--- src/rtl/hilo_mul_sequencer_if.sv ---
// hilo_mul_sequencer_if: request/result bundle between the pipeline and the Hi/Lo sequencer.
// Signals (direction as seen by the sequencer):
//   start_i     request strobe, sampled only while idle
//   op_i        0 MULT, 1 MULTU, 2 MADD, 3 MSUB, 4 MTHI, 5 MTLO, 6 MADDU, 7 MSUBU
//   a_i, b_i    rs / rt operands (a_i is also the MTHI/MTLO source)
//   flush_i     abort the in-flight operation without writing Hi/Lo
//   hilo_read_i decode stage holds an MFHI/MFLO
//   hi_o, lo_o  architectural Hi/Lo
//   busy_o      multiply in flight
//   done_o      one-cycle pulse after a Hi/Lo write
//   stall_o     hilo_read_i & busy_o
interface hilo_mul_sequencer_if;
   logic        start_i;
   logic [2:0]  op_i;
   logic [31:0] a_i;
   logic [31:0] b_i;
   logic        flush_i;
   logic        hilo_read_i;
   logic [31:0] hi_o;
   logic [31:0] lo_o;
   logic        busy_o;
   logic        done_o;
   logic        stall_o;
   modport master (
      output start_i, op_i, a_i, b_i, flush_i, hilo_read_i,
      input  hi_o, lo_o, busy_o, done_o, stall_o
   );
   modport slave (
      input  start_i, op_i, a_i, b_i, flush_i, hilo_read_i,
      output hi_o, lo_o, busy_o, done_o, stall_o
   );
endinterface

--- src/rtl/hilo_mul_sequencer.sv ---
// hilo_mul_sequencer: iterative shift-add multiply/accumulate owning the Hi/Lo register pair.
// Ports:
//   clk_i    clock, all state updates on the rising edge
//   reset_i  synchronous active-high reset
//   bus      hilo_mul_sequencer_if.slave (request, operands, flush, Hi/Lo, busy/done/stall)
// BITS_PER_CYCLE (1, 2 or 4) multiplier bits are retired per MUL cycle; one FIX cycle
// applies the sign and the accumulate, so a result lands 32/BITS_PER_CYCLE+1 cycles after accept.
module hilo_mul_sequencer #(
   parameter int BITS_PER_CYCLE = 1
) (
   input logic                  clk_i,
   input logic                  reset_i,
   hilo_mul_sequencer_if.slave  bus
);
   localparam int ITER = 32 / BITS_PER_CYCLE;
   typedef enum logic [1:0] {IDLE, MUL, FIX} state_t;
   state_t      state_q;
   logic [4:0]  cnt_q;
   logic [31:0] mcand_q, mplier_q, hi_q, lo_q;
   logic [63:0] prod_q;
   logic [2:0]  op_q;
   logic        neg_q, busy_q, done_q;
   logic        sgn;
   logic [31:0] a_abs, b_abs;
   logic [63:0] step, prod_d, p_fix, hilo_d;
   assign sgn    = bus.op_i == 3'd0 || bus.op_i == 3'd2 || bus.op_i == 3'd3;
   // |-2^31| wraps to 0x80000000, which is the correct unsigned magnitude.
   assign a_abs  = (sgn && bus.a_i[31]) ? ~bus.a_i + 32'd1 : bus.a_i;
   assign b_abs  = (sgn && bus.b_i[31]) ? ~bus.b_i + 32'd1 : bus.b_i;
   assign step   = (64'(mcand_q) * 64'(mplier_q[BITS_PER_CYCLE-1:0])) << (cnt_q * BITS_PER_CYCLE);
   assign prod_d = prod_q + step;
   assign p_fix  = neg_q ? ~prod_q + 64'd1 : prod_q;
   assign hilo_d = (op_q == 3'd2 || op_q == 3'd6) ? {hi_q, lo_q} + p_fix :
                   (op_q == 3'd3 || op_q == 3'd7) ? {hi_q, lo_q} - p_fix : p_fix;
   always_ff @(posedge clk_i) begin
      if (reset_i) begin
         state_q  <= IDLE;
         cnt_q    <= '0;
         mcand_q  <= '0;
         mplier_q <= '0;
         prod_q   <= '0;
         op_q     <= '0;
         neg_q    <= 1'b0;
         hi_q     <= '0;
         lo_q     <= '0;
         busy_q   <= 1'b0;
         done_q   <= 1'b0;
      end else begin
         done_q <= 1'b0;
         case (state_q)
            IDLE: begin
               if (bus.start_i && !bus.flush_i) begin
                  if (bus.op_i == 3'd4) begin
                     hi_q   <= bus.a_i;
                     done_q <= 1'b1;
                  end else if (bus.op_i == 3'd5) begin
                     lo_q   <= bus.a_i;
                     done_q <= 1'b1;
                  end else begin
                     mcand_q  <= a_abs;
                     mplier_q <= b_abs;
                     neg_q    <= sgn & (bus.a_i[31] ^ bus.b_i[31]);
                     prod_q   <= '0;
                     op_q     <= bus.op_i;
                     cnt_q    <= '0;
                     busy_q   <= 1'b1;
                     state_q  <= MUL;
                  end
               end
            end
            MUL: begin
               if (bus.flush_i) begin
                  busy_q  <= 1'b0;
                  state_q <= IDLE;
               end else begin
                  prod_q   <= prod_d;
                  mplier_q <= mplier_q >> BITS_PER_CYCLE;
                  cnt_q    <= cnt_q + 5'd1;
                  if (cnt_q == 5'(ITER - 1)) state_q <= FIX;
               end
            end
            FIX: begin
               busy_q  <= 1'b0;
               state_q <= IDLE;
               if (!bus.flush_i) begin
                  {hi_q, lo_q} <= hilo_d;
                  done_q       <= 1'b1;
               end
            end
            default: begin
               busy_q  <= 1'b0;
               state_q <= IDLE;
            end
         endcase
      end
   end
   assign bus.hi_o    = hi_q;
   assign bus.lo_o    = lo_q;
   assign bus.busy_o  = busy_q;
   assign bus.done_o  = done_q;
   assign bus.stall_o = bus.hilo_read_i & busy_q;
endmodule

--- src/flat_wrapper.sv ---
// flat-port wrapper written by rule: the top's interface ports become plain ports
module hilo_mul_sequencer_flat 
#(
   parameter int BITS_PER_CYCLE = 1
)
  (clk_i, reset_i, bus_start_i, bus_op_i, bus_a_i, bus_b_i, bus_flush_i, bus_hilo_read_i, bus_hi_o, bus_lo_o, bus_busy_o, bus_done_o, bus_stall_o);
  hilo_mul_sequencer_if bus_i ();
  input logic clk_i;
  input logic reset_i;
  input wire logic [$bits(bus_i.start_i)-1:0] bus_start_i;
  input wire logic [$bits(bus_i.op_i)-1:0] bus_op_i;
  input wire logic [$bits(bus_i.a_i)-1:0] bus_a_i;
  input wire logic [$bits(bus_i.b_i)-1:0] bus_b_i;
  input wire logic [$bits(bus_i.flush_i)-1:0] bus_flush_i;
  input wire logic [$bits(bus_i.hilo_read_i)-1:0] bus_hilo_read_i;
  output wire logic [$bits(bus_i.hi_o)-1:0] bus_hi_o;
  output wire logic [$bits(bus_i.lo_o)-1:0] bus_lo_o;
  output wire logic [$bits(bus_i.busy_o)-1:0] bus_busy_o;
  output wire logic [$bits(bus_i.done_o)-1:0] bus_done_o;
  output wire logic [$bits(bus_i.stall_o)-1:0] bus_stall_o;
  assign bus_i.start_i = bus_start_i;
  assign bus_i.op_i = bus_op_i;
  assign bus_i.a_i = bus_a_i;
  assign bus_i.b_i = bus_b_i;
  assign bus_i.flush_i = bus_flush_i;
  assign bus_i.hilo_read_i = bus_hilo_read_i;
  assign bus_hi_o = bus_i.hi_o;
  assign bus_lo_o = bus_i.lo_o;
  assign bus_busy_o = bus_i.busy_o;
  assign bus_done_o = bus_i.done_o;
  assign bus_stall_o = bus_i.stall_o;
  hilo_mul_sequencer #(.BITS_PER_CYCLE(BITS_PER_CYCLE)) u_core (.clk_i(clk_i), .reset_i(reset_i), .bus(bus_i));
endmodule
--- config.mk ---
export PLATFORM = sky130hd
export DESIGN_NAME = hilo_mul_sequencer_flat
export DESIGN_NICKNAME = d
export VERILOG_FILES = /design/src/rtl/hilo_mul_sequencer_if.sv /design/src/rtl/hilo_mul_sequencer.sv /design/src/flat_wrapper.sv
export SDC_FILE = /design/constraint.sdc
export NUM_CORES = 1
export LEC_CHECK = 0
export BUFFER_PORTS_ARGS = -buffer_cell sky130_fd_sc_hd__buf_2
export CORE_MARGIN = 2
export CORE_UTILIZATION = 56
export CTS_BUF_LIST = sky130_fd_sc_hd__clkbuf_4
export DETAILED_ROUTE_END_ITERATION = 10
export GPL_TIMING_DRIVEN = 0
export PLACE_DENSITY = 0.86
export REMOVE_ABC_BUFFERS = 1
export SLEW_MARGIN = 0
export SYNTH_ARGS = -nofsm -noshare
export SYNTH_HDL_FRONTEND = slang
export SYNTH_SLANG_ARGS = --single-unit
--- constraint.sdc ---
create_clock -name clk_i -period 6.12 [get_ports clk_i]
set_input_delay 0.306 -clock clk_i [delete_from_list [all_inputs] [get_ports clk_i]]
set_output_delay 0.306 -clock clk_i [all_outputs]
set_load 0.01 [all_outputs]
==> reports/metrics.cfg <==
[run_status]
status = finished with violations
violations = design-rule violations, negative setup slack

[global_route]
grt_max_degree = 84
grt_pass1_wl_um = 147000
first_global_vias = 26200
antenna_found_initial = 5
grt_overflow = 0
gr-usage-all-layers = 0.419

[place]
post_dp_cell_area_sq_um = 25300
dp_hpwl_um = 69200
io_buffers = 138
gp_congestion = 1.05
post-place-cells = 3940

[detailed_routing]
wire_per_inst_um = 23.5
routed_wl_um = 98000
via_count = 28800
viasPerCell = 6.90
dr.pass1.iters = 11
detail-route-antenna-nets = 0
first_iter_violations = 4073
remaining_drc_errors = 2

[power]
power.switching_mw = 1.36
finalPower_mw = 3.85
vdd_ir_drop_max_mv = 0.159
p_int_mw = 2.49
power_frac_comb = 0.233
p_clk_frac = 0.397
swShare = 0.354
p_per_area_nw_per_um2 = 140
p_seq_frac = 0.370
leakage_nw = 11.5

[synthesis]
ys_seq_area_frac = 0.168
ys_ff_latch = 204
synth_ff_type = dfxtp_1
synth_cell_type_count = 86
synth_edf_count = 0
synthCells = 3415
synthArstFlopShare = 0
syn_area_per_cell_sq_um = 7.11
synth_area_leaders = dfxtp_1 17%, ha_1 10%, a21oi_1 6.6%
yosysTopAreaCell = dfxtp_1
synth_warnings = 0
syn_area_sq_um = 24300
synth.top_cell.area_share = 0.168

[die]
chipHeight_um = 212
die-area_sq_um = 45000
io_pins = 139
start_util = 0.566
die_w_um = 212
row_count = 76
core_sq_um = 42900

[sta]
fin_crit_sh = 1.01
drv_slew = 0
fin_ws_ns = -0.0759
finalHoldViolCount = 0
rsz0062_at_grt = yes
period_needed_ns = 6.20
hold_ws_ns = 0.104
timing.clock.skew_ns = 0.0586
tns_ns = -0.109
tightestPinTransition_ns = 1.32
relSlewSlack = 0.118
fmax_mhz = 161
setup_viol = 3

[final_layout]
nets = 3812
layout-drive-gt1-share = 0.115
fill_cells = 3797
final_area_sq_um = 27600
area_growth_pct = 13.8
final_cells = 4168

[clock_network]
clk_path_buf_depth = 3
cts_tree = done
htreeDepth = 3
clk_latency_ns = 0.86
clkTransAtPathRegs_ns = 0.06
cts_buffers = 67
cts_sinks = 204
root_buffer = clkbuf_4

[worst_setup_path]
crit_path_end_kind = register
arrival_ns = 6.94
critical_path_required_ns = 6.87
cp-start-kind = register
path_class = reg -> reg
r2r_slack_ns = -0.08
cp_max_fo = 11

[flow_run]
cap_viol_max_count = 0

[min_path]
hold_path.class = in -> reg

critical path, stage by stage (launching register included):
cell	delay, ns
dfxtp_1	0.39
or4_4	0.59
nand2b_2	0.29
nor4_4	0.47
nand2_1	0.23
o21ai_0	0.32
xnor2_1	0.31
ha_1	0.64
inv_1	0.24
o31ai_1	0.46
a21o_1	0.20
nand4_1	0.10
o311a_1	0.18
and2_1	0.22
o21bai_1	0.26
a311oi_1	0.18
or3_1	0.36
a311o_1	0.36
a311oi_1	0.30
metal layers:
layer  vias up  part of all wire  GRT usage
met2      2052              0.42      0.622
met5         -          0.000082          0
met3       453              0.13     0.0936
li1      12900                 -          -
met1     13400              0.38      0.544
met4         2             0.071      0.281
cell type report:
class	instances	area, sq um	share of cell area
tap	585	732	0.0265
antenna	8	20.0	0.000725
clock inverter	16	120	0.00435
inverter	164	619	0.0224
sequential	204	4100	0.149
clock buffer	93	698	0.0253
timing repair buffer	267	2090	0.0757
multi-input combinational	2831	19200	0.696
flip-flops by register name (all words and copies together), names as in the netlist:
| name | flops |
|---|---|
| u_core.mplier_q | 32 |
| u_core.bus.done_o | 1 |
| u_core.bus.busy_o | 1 |
| u_core.state_q | 2 |
| u_core.op_q | 2 |
| u_core.mcand_q | 32 |
| u_core.prod_q | 64 |
| u_core.cnt_q | 5 |
| u_core.neg_q | 1 |
| u_core.bus.lo_o | 32 |
| u_core.bus.hi_o | 32 |
placed cells by master (no fill, tap or decap), types with 93 or more instances in the layout:
cell,count
o21ai_0,247
xnor2_1,126
nand2_1,292
xor2_1,94
inv_1,160
a21oi_1,316
nor2_1,372
dfxtp_1,194
clkbuf_4,93
ha_1,193
buf_2,137
synth_stat cells, drive strengths merged, types with 38 or more instances:
master / n
a31oi: 47
o21ai: 260
o31ai: 57
nand2: 293
ha: 202
xnor2: 129
or3: 38
clkbuf: 186
dfxtp: 204
a21o: 70
inv: 161
nand3: 84
mux2i: 41
nor2: 374
o21bai: 48
o211ai: 41
nor3: 70
xor2: 101
a22oi: 38
a21oi: 322
a211oi: 90
kinds of logic (layout without fill, tap and decap cells):
kind of cell	after synthesis	in the layout	share of synthesized area
AOI/OAI and AO/OA	1206	1206	0.322
buffers and inverters	380	540	0.0594
xor gates and xnor gates	230	230	0.0830
and+or+nand+nor	1117	1117	0.217
muxes	73	73	0.0438
DFF	204	204	0.168
adders and majority gates	205	205	0.107
other	0	8	0
power by group through the flow:
stage | combinational, mW | sequential [mW] | clock [mW]
global route | 0.939 | 1.43 | 1.59
floorplan | 0.472 | 1.44 | 0
global placement | 0.736 | 1.46 | 0
detailed placement | 0.760 | 1.45 | 0
CTS | 0.828 | 1.42 | 1.52
finish | 0.897 | 1.43 | 1.53
worst paths after layout:
check / from / endpoint / cells after the start
hold reg to reg: u_core.mplier_q[15] / u_core.mplier_q[14] / 2
hold / removal: bus_start_i / u_core.state_q[0] / 4
setup reg to reg: u_core.prod_q[11] / u_core.bus.hi_o[18] / 18
setup / recovery: u_core.prod_q[11] / u_core.bus.hi_o[18] / 18
timing repair:
action | CTS | global route
pin swaps | 4 | 18
resized for setup | 44 | 44
hold buffers | 91 | 0
setup buffers | 3 | 17
hold endpoints to repair | 116 | 0
setup endpoints to repair | 38 | 28
metrics by stage:
step           utilization  worst slack (ns)
2_1_floorplan            -             -3.76
3_5_place_dp         0.590             -1.51
3_3_place_gp         0.580            -12.64
4_1_cts              0.636           -0.0465
5_1_grt              0.644            -0.113
6_report             0.644           -0.0759
No activity file was read; power rests on OpenSTA's default activity.
